**src/rtl/input_port_unit_pkg.sv**
```systemverilog
// Shared definitions for the router input port unit.
//   - dst_e       : 3-bit route codes presented to the switch allocator
//   - ipu_state_e : input port FSM state encodings
//   - dst_x_lsb / dst_y_lsb : destination field offsets inside a flit (fields sit in the MSBs)
//   - xy_route    : dimension-ordered (X first, then Y) route computation
package input_port_unit_pkg;

    // One-hot output port codes; all-zero means "no request".
    typedef enum logic [2:0] {
        DstEmpty    = 3'b000,
        DstOutX1    = 3'b001,
        DstOutY1    = 3'b010,
        DstOutLocal = 3'b100
    } dst_e;

    typedef enum logic [1:0] {
        StIdle  = 2'd0,
        StRoute = 2'd1,
        StWait  = 2'd2
    } ipu_state_e;

    localparam int unsigned StatW = 16;

    // x field occupies flit[data_w-1 -: x_w]
    function automatic int unsigned dst_x_lsb(input int unsigned data_w, input int unsigned x_w);
        return data_w - x_w;
    endfunction

    // y field sits directly below the x field
    function automatic int unsigned dst_y_lsb(input int unsigned data_w, input int unsigned x_w,
                                              input int unsigned y_w);
        return data_w - x_w - y_w;
    endfunction

    function automatic dst_e xy_route(input int unsigned dst_x, input int unsigned dst_y,
                                      input int unsigned my_x, input int unsigned my_y);
        if (dst_x != my_x) begin
            return DstOutX1;
        end
        if (dst_y != my_y) begin
            return DstOutY1;
        end
        return DstOutLocal;
    endfunction

endpackage

```
**src/rtl/input_port_unit_if.sv**
```systemverilog
// Handshake bundle between upstream link, input port unit and switch allocator/crossbar.
// Parameters: DATA_W (flit width), CNT_W (occupancy width = $clog2(DEPTH)+1).
// Signals:
//   in_valid, in_flit, in_ready : upstream flit handshake
//   dst, dst_en                 : route code and its one-cycle load strobe
//   grant                       : allocator pops the head flit
//   out_flit, out_valid         : head flit on the crossbar input
//   count                       : FIFO occupancy
//   fwd_cnt, stall_cnt          : statistics, present only when IPU_STATS_EN is defined
// Modports: slave (the input port unit), master (the environment driving it).
interface input_port_unit_if #(
    parameter int unsigned DATA_W = 32,
    parameter int unsigned CNT_W  = 3
);
    import input_port_unit_pkg::*;

    logic              in_valid;
    logic [DATA_W-1:0] in_flit;
    logic              in_ready;
    dst_e              dst;
    logic              dst_en;
    logic              grant;
    logic [DATA_W-1:0] out_flit;
    logic              out_valid;
    logic [CNT_W-1:0]  count;
`ifdef IPU_STATS_EN
    logic [StatW-1:0]  fwd_cnt;
    logic [StatW-1:0]  stall_cnt;

    modport slave (
        input  in_valid, in_flit, grant,
        output in_ready, dst, dst_en, out_flit, out_valid, count, fwd_cnt, stall_cnt
    );

    modport master (
        output in_valid, in_flit, grant,
        input  in_ready, dst, dst_en, out_flit, out_valid, count, fwd_cnt, stall_cnt
    );
`else
    modport slave (
        input  in_valid, in_flit, grant,
        output in_ready, dst, dst_en, out_flit, out_valid, count
    );

    modport master (
        output in_valid, in_flit, grant,
        input  in_ready, dst, dst_en, out_flit, out_valid, count
    );
`endif

endinterface

```
**src/rtl/input_port_unit_sync_fifo.sv**
```systemverilog
// Circular FIFO with wrapping read/write pointers and an explicit occupancy count.
// Parameters: DATA_W (entry width), DEPTH (entries, power of two, >= 2).
// Ports:
//   clk, rst_n  : clock, asynchronous active-low reset
//   push, wdata : write request; ignored when full (no bypass even with a same-cycle pop)
//   pop         : read request; ignored when empty
//   rdata       : head entry, combinational
//   full, empty : occupancy flags
//   count       : occupancy, $clog2(DEPTH)+1 bits
module sync_fifo #(
    parameter int unsigned DATA_W = 32,
    parameter int unsigned DEPTH  = 4
) (
    input  logic                       clk,
    input  logic                       rst_n,
    input  logic                       push,
    input  logic [DATA_W-1:0]          wdata,
    input  logic                       pop,
    output logic [DATA_W-1:0]          rdata,
    output logic                       full,
    output logic                       empty,
    output logic [$clog2(DEPTH):0]     count
);

    localparam int unsigned PtrW = $clog2(DEPTH);
    localparam int unsigned CntW = PtrW + 1;

    logic [DATA_W-1:0] mem_q [DEPTH];
    logic [PtrW-1:0]   wr_ptr_q;
    logic [PtrW-1:0]   rd_ptr_q;
    logic [CntW-1:0]   count_q;
    logic              push_ok;
    logic              pop_ok;

    assign full    = (count_q == CntW'(DEPTH));
    assign empty   = (count_q == '0);
    assign push_ok = push && !full;
    assign pop_ok  = pop && !empty;
    assign rdata   = mem_q[rd_ptr_q];
    assign count   = count_q;

    // Pointers wrap naturally because DEPTH is a power of two.
    always_ff @(posedge clk or negedge rst_n) begin
        if (!rst_n) begin
            wr_ptr_q <= '0;
            rd_ptr_q <= '0;
            count_q  <= '0;
        end else begin
            if (push_ok) begin
                wr_ptr_q <= wr_ptr_q + 1'b1;
            end
            if (pop_ok) begin
                rd_ptr_q <= rd_ptr_q + 1'b1;
            end
            unique case ({push_ok, pop_ok})
                2'b10:   count_q <= count_q + CntW'(1);
                2'b01:   count_q <= count_q - CntW'(1);
                default: count_q <= count_q;
            endcase
        end
    end

    // Storage needs no reset; the count makes stale entries invisible.
    always_ff @(posedge clk) begin
        if (push_ok) begin
            mem_q[wr_ptr_q] <= wdata;
        end
    end

endmodule

```
**src/rtl/input_port_unit.sv**
```systemverilog
// Router input port: buffers single-flit packets, computes the XY route of the head flit,
// strobes the route code to the switch allocator and holds the head flit until granted.
// Parameters: DATA_W, DEPTH, X_W, Y_W (destination field widths in the flit MSBs), MY_X, MY_Y.
// Ports:
//   clk, rst_n : clock, asynchronous active-low reset
//   bus        : input_port_unit_if.slave (upstream handshake, dst/dst_en, grant,
//                out_flit/out_valid, count)
// Optional feature: define IPU_STATS_EN to add saturating fwd_cnt/stall_cnt counters on bus.
module input_port_unit
    import input_port_unit_pkg::*;
#(
    parameter int unsigned DATA_W = 32,
    parameter int unsigned DEPTH  = 4,
    parameter int unsigned X_W    = 2,
    parameter int unsigned Y_W    = 1,
    parameter int unsigned MY_X   = 0,
    parameter int unsigned MY_Y   = 0
) (
    input  logic                clk,
    input  logic                rst_n,
    input_port_unit_if.slave    bus
);

    localparam int unsigned CntW = $clog2(DEPTH) + 1;
    localparam int unsigned XLsb = dst_x_lsb(DATA_W, X_W);
    localparam int unsigned YLsb = dst_y_lsb(DATA_W, X_W, Y_W);

    logic              full;
    logic              empty;
    logic [CntW-1:0]   count;
    logic [DATA_W-1:0] head;
    logic              wr_fire;
    logic              pop;
    logic              more_left;
    logic [X_W-1:0]    head_x;
    logic [Y_W-1:0]    head_y;
    dst_e              route_dst;

    ipu_state_e        state_q;
    dst_e              dst_q;
    logic              dst_en_q;
    logic              out_valid_q;

    assign wr_fire = bus.in_valid && !full;
    // Grants outside WAIT are ignored.
    assign pop     = bus.grant && (state_q == StWait);
    // Occupancy after this cycle's pop, counting a same-cycle write.
    assign more_left = (count > CntW'(1)) || wr_fire;

    sync_fifo #(
        .DATA_W (DATA_W),
        .DEPTH  (DEPTH)
    ) u_fifo (
        .clk   (clk),
        .rst_n (rst_n),
        .push  (bus.in_valid),
        .wdata (bus.in_flit),
        .pop   (pop),
        .rdata (head),
        .full  (full),
        .empty (empty),
        .count (count)
    );

    assign head_x    = head[XLsb +: X_W];
    assign head_y    = head[YLsb +: Y_W];
    assign route_dst = xy_route(32'(head_x), 32'(head_y), MY_X, MY_Y);

    always_ff @(posedge clk or negedge rst_n) begin
        if (!rst_n) begin
            state_q     <= StIdle;
            dst_q       <= DstEmpty;
            dst_en_q    <= 1'b0;
            out_valid_q <= 1'b0;
        end else begin
            dst_en_q <= 1'b0;
            unique case (state_q)
                StIdle: begin
                    if (!empty) begin
                        state_q <= StRoute;
                    end
                end
                StRoute: begin
                    dst_q       <= route_dst;
                    dst_en_q    <= 1'b1;
                    out_valid_q <= 1'b1;
                    state_q     <= StWait;
                end
                StWait: begin
                    if (pop) begin
                        out_valid_q <= 1'b0;
                        if (more_left) begin
                            state_q <= StRoute;
                        end else begin
                            // Withdraw the allocator request.
                            state_q  <= StIdle;
                            dst_q    <= DstEmpty;
                            dst_en_q <= 1'b1;
                        end
                    end
                end
                default: begin
                    state_q <= StIdle;
                end
            endcase
        end
    end

    assign bus.in_ready  = !full;
    assign bus.dst       = dst_q;
    assign bus.dst_en    = dst_en_q;
    assign bus.out_flit  = head;
    assign bus.out_valid = out_valid_q;
    assign bus.count     = count;

`ifdef IPU_STATS_EN
    logic [StatW-1:0] fwd_cnt_q;
    logic [StatW-1:0] stall_cnt_q;

    always_ff @(posedge clk or negedge rst_n) begin
        if (!rst_n) begin
            fwd_cnt_q   <= '0;
            stall_cnt_q <= '0;
        end else begin
            if (pop && (fwd_cnt_q != '1)) begin
                fwd_cnt_q <= fwd_cnt_q + StatW'(1);
            end
            if ((state_q == StWait) && !bus.grant && (stall_cnt_q != '1)) begin
                stall_cnt_q <= stall_cnt_q + StatW'(1);
            end
        end
    end

    assign bus.fwd_cnt   = fwd_cnt_q;
    assign bus.stall_cnt = stall_cnt_q;
`endif

`ifndef SYNTHESIS
    grant_only_in_wait: assert property (@(posedge clk) disable iff (!rst_n)
        bus.grant |-> (state_q == StWait))
        else $error("grant received outside WAIT");
`endif

endmodule
```
**src/flat_wrapper.sv**
```systemverilog
// flat-port wrapper written by rule: the top's interface ports become plain ports
module input_port_unit_flat import input_port_unit_pkg::*;
#(
    parameter int unsigned DATA_W = 32,
    parameter int unsigned DEPTH  = 4,
    parameter int unsigned X_W    = 2,
    parameter int unsigned Y_W    = 1,
    parameter int unsigned MY_X   = 0,
    parameter int unsigned MY_Y   = 0
)
  (clk, rst_n, bus_in_valid, bus_in_flit, bus_grant, bus_in_ready, bus_dst, bus_dst_en, bus_out_flit, bus_out_valid, bus_count);
  input_port_unit_if #(.DATA_W(DATA_W)) bus_i ();
  input  logic clk;
  input  logic rst_n;
  input wire logic [$bits(bus_i.in_valid)-1:0] bus_in_valid;
  input wire logic [$bits(bus_i.in_flit)-1:0] bus_in_flit;
  input wire logic [$bits(bus_i.grant)-1:0] bus_grant;
  output wire logic [$bits(bus_i.in_ready)-1:0] bus_in_ready;
  output wire logic [$bits(bus_i.dst)-1:0] bus_dst;
  output wire logic [$bits(bus_i.dst_en)-1:0] bus_dst_en;
  output wire logic [$bits(bus_i.out_flit)-1:0] bus_out_flit;
  output wire logic [$bits(bus_i.out_valid)-1:0] bus_out_valid;
  output wire logic [$bits(bus_i.count)-1:0] bus_count;
  assign bus_i.in_valid = bus_in_valid;
  assign bus_i.in_flit = bus_in_flit;
  assign bus_i.grant = bus_grant;
  assign bus_in_ready = bus_i.in_ready;
  assign bus_dst = bus_i.dst;
  assign bus_dst_en = bus_i.dst_en;
  assign bus_out_flit = bus_i.out_flit;
  assign bus_out_valid = bus_i.out_valid;
  assign bus_count = bus_i.count;
  input_port_unit #(.DATA_W(DATA_W), .DEPTH(DEPTH), .X_W(X_W), .Y_W(Y_W), .MY_X(MY_X), .MY_Y(MY_Y)) u_core (.clk(clk), .rst_n(rst_n), .bus(bus_i));
endmodule
```
**config.mk**
```make
export PLATFORM = sky130hd
export DESIGN_NAME = input_port_unit_flat
export DESIGN_NICKNAME = d
export VERILOG_FILES = /design/src/rtl/input_port_unit_pkg.sv /design/src/rtl/input_port_unit_if.sv /design/src/rtl/input_port_unit_sync_fifo.sv /design/src/rtl/input_port_unit.sv /design/src/flat_wrapper.sv
export SDC_FILE = /design/constraint.sdc
export NUM_CORES = 1
export LEC_CHECK = 0
export ABC_CLOCK_PERIOD_IN_PS = 2470
export CORE_ASPECT_RATIO = 0.7
export CORE_MARGIN = 4
export CORE_UTILIZATION = 54
export DETAILED_ROUTE_END_ITERATION = 16
export PLACE_DENSITY = 0.83
export SLEW_MARGIN = 20
export SYNTH_ARGS = -nofsm -noshare
export SYNTH_HDL_FRONTEND = slang
export SYNTH_HIERARCHICAL = 1
export SYNTH_SLANG_ARGS = --single-unit
```
**constraint.sdc**
```tcl
create_clock -name clk -period 2.47 [get_ports clk]
set_input_delay 0.741 -clock clk [delete_from_list [all_inputs] [get_ports clk]]
set_output_delay 0.741 -clock clk [all_outputs]
set_load 0.01 [all_outputs]
```
# Yosys cells after proc, flatten, opt, wreduce, memory -nomap -nowiden
# Memory sizes are Yosys's and may differ from the RTL's.
# Cells that the tools add are included.
# totals
wordCells,57
n_memories,1
inputBits,36
out_inout_bits,41
mem_bits_rw,128
ff_bits,14
# op_classes
muxes,22
n_eq_ne,8
magnitude_cmp,1
add_sub_neg,4
n_reduce_logical,14
# memory_table
memory,words,word_bits,read_ports,rd_clocked_by_memory_dff,wr,line_no,source
u_core.u_fifo.mem_q,4,32,1,0,1,input_port_unit_sync_fifo.sv:28,logic [DATA_W-1:0] mem_q [DEPTH];
# ops
cell,count
$mux 3,6
$pmux 3 s2,2
$mux 1,9
$ne 2x2->1 const B,3
$pmux 2 s3,1
$reduce_bool 2->1,3
$add 2x1->2 const B,2
$eq 2x1->1 const B,2
$eq 2x2->1 const B,2
$mux 2,2
$pmux 1 s2,2
$reduce_and 2->1,2
$add 3x1->3 const B,1
$eq 3x3->1 const B,1
$gt 3x1->1 const B,1
$logic_and 1x1->1,3
$logic_not 3->1,1
$reduce_and 3->1,1
$sub 3x1->3 const B,1
$logic_not 1->1,2
$logic_not 2->1,1
$logic_or 1x1->1,1

# Depth between registers and ports, before layout
# Gate-level depths: netlist of the first run.
# depth
word_depth,7
ltp_mapped,11
depth_no_buf,11

# By module
# The synthesis of the first run kept the hierarchy.
# by_module_without_submodules
module,instances,cells_per_inst,area_each_um2
sync_fifo,1,205,5091.1
input_port_unit,1,42,416.6

# Least setup slack after synthesis of the first run
# OpenSTA, ideal clock, no wires.
# synth_timing
path_kind,input-to-reg
start,input bus_in_valid
end,"memory u_core.u_fifo.mem_q[0][0], enable pin"
path_stages,2
arrival_ps,1802
required_ps,2078
setup_slack_ps,276
path_buffers,0
setup_time_ps,392
cell_sequence,nor2b_2 -> and2_1
# synth_between
elab_chain_len,3
# synth_lines
item,line_no,source
start: declaration,flat_wrapper.sv:15,input wire logic [$bits(bus_i.in_valid)-1:0] bus_in_valid;
$logic_and 1x1->1,input_port_unit_sync_fifo.sv:37,assign push_ok = push && !full;
$mux 1,input_port_unit_sync_fifo.sv:65,if (push_ok) begin
$mux 1 (not written as such),input_port_unit_sync_fifo.sv:66,mem_q[wr_ptr_q] <= wdata;
end: declaration,input_port_unit_sync_fifo.sv:28,
# Every way passes these cells.

# Final worst setup path of the first run
# layout_timing
start,register u_core.u_fifo.rd_ptr_q[0]
end,output bus_out_flit[29]
# layout_between
elab_chain_len,1
# layout_lines
item,line_no,source
start: declaration,input_port_unit_sync_fifo.sv:30,logic [PtrW-1:0] rd_ptr_q;
start signal: assignment,input_port_unit_sync_fifo.sv:53,rd_ptr_q <= rd_ptr_q + 1'b1;
$mem_v2 4x32,n/a,
end: declaration,flat_wrapper.sv:21,output wire logic [$bits(bus_i.out_flit)-1:0] bus_out_flit;
# Every way passes these cells.

==> results of run 1 <==
## Yosys cell counts
cell,count
edfxtp_1,128
mux4_2,28
dfrtp_1,14
inv_1,13
ha_1,9
nand2_1,6
and2_1,4
mux4_1,4
o22ai_1,4
buf_12,3
buf_2,3
nor2_1,3
xnor2_1,3
xor2_1,3
nand2b_1,2
nor2b_2,2
nor3_1,2
o31a_1,2
a21oi_1,1
buf_6,1
clkbuf_1,1
fa_1,1
mux2_1,1
mux2_2,1
mux2i_1,1
nand2_2,1
nor2b_1,1
nor3b_2,1
nor4_4,1
o21a_1,1
o221ai_2,1
or3_1,1
## registers in the layout (all words and copies together) (netlist names)
| name | cells |
|---|---|
| u_core/state_q | 2 |
| u_core/bus.dst | 3 |
| u_core/bus.out_valid | 1 |
| u_core/u_fifo/wr_ptr_q | 2 |
| u_core/bus.dst_en | 1 |
| u_core/u_fifo/count | 3 |
| u_core/u_fifo/rd_ptr_q | 2 |
| u_core/u_fifo/mem_q | 128 |
## worst max-delay path: cells and delay by family (launching register included)
family                 cells  cell delay (ns)
multiplexers               1             0.55
buffers and inverters      3             0.41
flip-flops                 1             0.41
## area by class of cell
type,instances,area (um2),area share (%)
clock buffer,21,460,6.31
clock inverter,11,141,1.94
inverter,13,48.8,0.669
multi-input combinational,84,1170,16.0
sequential,142,4200,57.6
tap,128,160,2.19
timing repair buffer,108,1120,15.3
## cell families after synthesis
family | Yosys count | synth area share (%)
AO/OA/AOI/OAI | 9 | 1.27
XOR/XNOR | 6 | 0.954
adder cells (fa/ha/maj) | 10 | 2.41
buffers and inverters | 21 | 2.52
flip-flops | 142 | 76.1
multiplexers | 35 | 13.9
AND/OR/NAND/NOR | 24 | 2.75
## power breakdown
part           total [mW]  switching [mW]  leakage (nW)  internal (mW)
Clock                2.55           0.915         0.289           1.64
Combinational        3.37            1.51         0.998           1.85
Sequential           3.46           0.238          1.34           3.22
Total                9.37            2.67          2.62           6.71
## through the flow
step           instance area, um2  hold WS [ns]
2_1_floorplan                5510         0.445
3_5_place_dp                 6590         0.543
3_3_place_gp                 6590         0.531
6_report                     7300         0.553
5_1_grt                      7300         0.572
4_1_cts                      7280         0.551
## metal layers
metal  vias to the layer above  track usage (%)  wire length, um
met5                         -                0                0
li1                       1236                -                -
met4                         0             7.17              161
met2                        95             32.7             5580
met3                        18             5.71              684
met1                      1445             27.2             4570
## path summary, 6_finish.rpt
kind | startpoint | end
worst max-delay path | u_core/u_fifo/rd_ptr_q[0] | bus_out_flit[29]
worst min-delay path | u_core/bus.dst[2] | u_core/bus.dst[2]
worst max register to register | u_core/state_q[0] | u_core/u_fifo/count[2]
worst min register to register | u_core/bus.dst[2] | u_core/bus.dst[2]
max in group asynchronous | rst_n | u_core/u_fifo/rd_ptr_q[0]
min in group asynchronous | rst_n | u_core/state_q[1]
## timing repair
item,in CTS,in global routing
endpoints found under the setup margin,33,33
gates cloned,2,0
pin swaps,0,1
gates resized for setup,150,15
setup buffers,6,5
==> impl_metrics.toml, run 1 <==
[outcome]
violations = "negative setup slack"
status = "complete, but fails checks"

[worst_setup_path]
cp_cell_sequence = "buf_6 > buf_16 > mux4_2 > buf_6"
critPathCaptureType = "output pin"
start_kind = "flip-flop"
crit_fanout = 6
worstRegToRegCells = 11
max_stage_delay_ns = 0.55
cp_common_cell = "buf_6"
critPathArrivalTime_ns = 1.77
required_ns = 1.73
slowest_stage = "mux4_2"
reg2reg_slack_ns = 0.27
worstSetupPathType = "reg -> out"

[grt]
grt_pass1_wl_mm = 17.6
gr-total-overflow = 0
grt_pass1_vias = 3043
antenna_found_initial = 0
grt_max_degree = 20
grt_usage_pct = 20.4

[detailed_routing]
dr.pass1.iters = 5
viasPerCell = 5.51
wirelength_mm = 11.0
final_antenna_net_count = 0
detail_route.wl_per_cell_um = 21.7
via_count = 2794
first_iter_violations = 219
drc = 0

[layout]
finish.utilization_pct = 74.2
final_common_cell = "edfxtp_1"
nFillCells = 570
drive_above_1_share_pct = 37.5
antenna_cells = 0
area_delta_synth_final_pct = 32.5
final_cell_mix = "128 x edfxtp_1, 44 x clkdlybuf4s50_1, 32 x mux4_2"
fin_nets = 412
layout.cells.non_filler = 507

[cts]
cts_max_level = 4
cts_hold_buf = 0
ctsRootBufferMaster = "clkbuf_16"
clock-sinks = 142
cts_tree = "done"
clk_latency_ns = 0.41
cts-buffers-inserted = 17
clockBufferDepth = 2
path_clk_slew_ns = 0.06

[yosys]
ys_seq_area_share_pct = 76.1
synth_top_area_cell = "edfxtp_1"
synth_top_area_share_pct = 69.8
syn_area_mm2 = 0.00551
netlist_instances = 247
ys_ff_latch = 142
syn_area_per_cell_um2 = 22.3
yosysWarnings = 6
synth.distinct_cells = 32
synth_area_leaders = "edfxtp_1 70%, mux4_2 11%, dfrtp_1 6.4%, ha_1 2.0%, mux4_1 1.9%"
syn-num-nets = 293

[hold_path]
min_path_cells = 2
worstHoldPathType = "reg -> reg"

[placed_design]
numPortBuffers = 76
post-dp-hpwl_mm = 6.66
place_ws_ns = -0.190
place_inst = 464
gp_routability_congestion = 0.777

[die]
core_mm2 = 0.00983
start_util_pct = 56.0
die_y_um = 92.5
ios = 77
dieWidth_um = 129
rows = 30
dieArea_mm2 = 0.0119

[timing]
fmax_mhz = 398
fin_tns_setup_ns = -0.351
finalCritPeriodShare_pct = 102
relSlewSlack_pct = 54.3
rsz0062_at_grt = "true"
hold_violations = 0
min_period_ns = 2.52
tightest_slew_ns = 0.684
final-setup-viol-count = 17
timing.clock.skew_ns = 0.00427
setup_ws_ns = -0.0450
slew_violations = 0

[power]
total_power_mw = 9.37
p_leak_nw = 2.62
power_density_mw_per_mm2 = 1280
peakVddDrop_v = 0.000720

[flow_run]
drv_cap = 0
Note: power is estimated with default switching activity, not from simulation.
==> inputs of run 2 (changes only) <==
Settings changed: CTS_CLUSTER_SIZE set to 10.
==> results of run 2 <==
Final layout, timing and power as in run 1 (identical DEF).
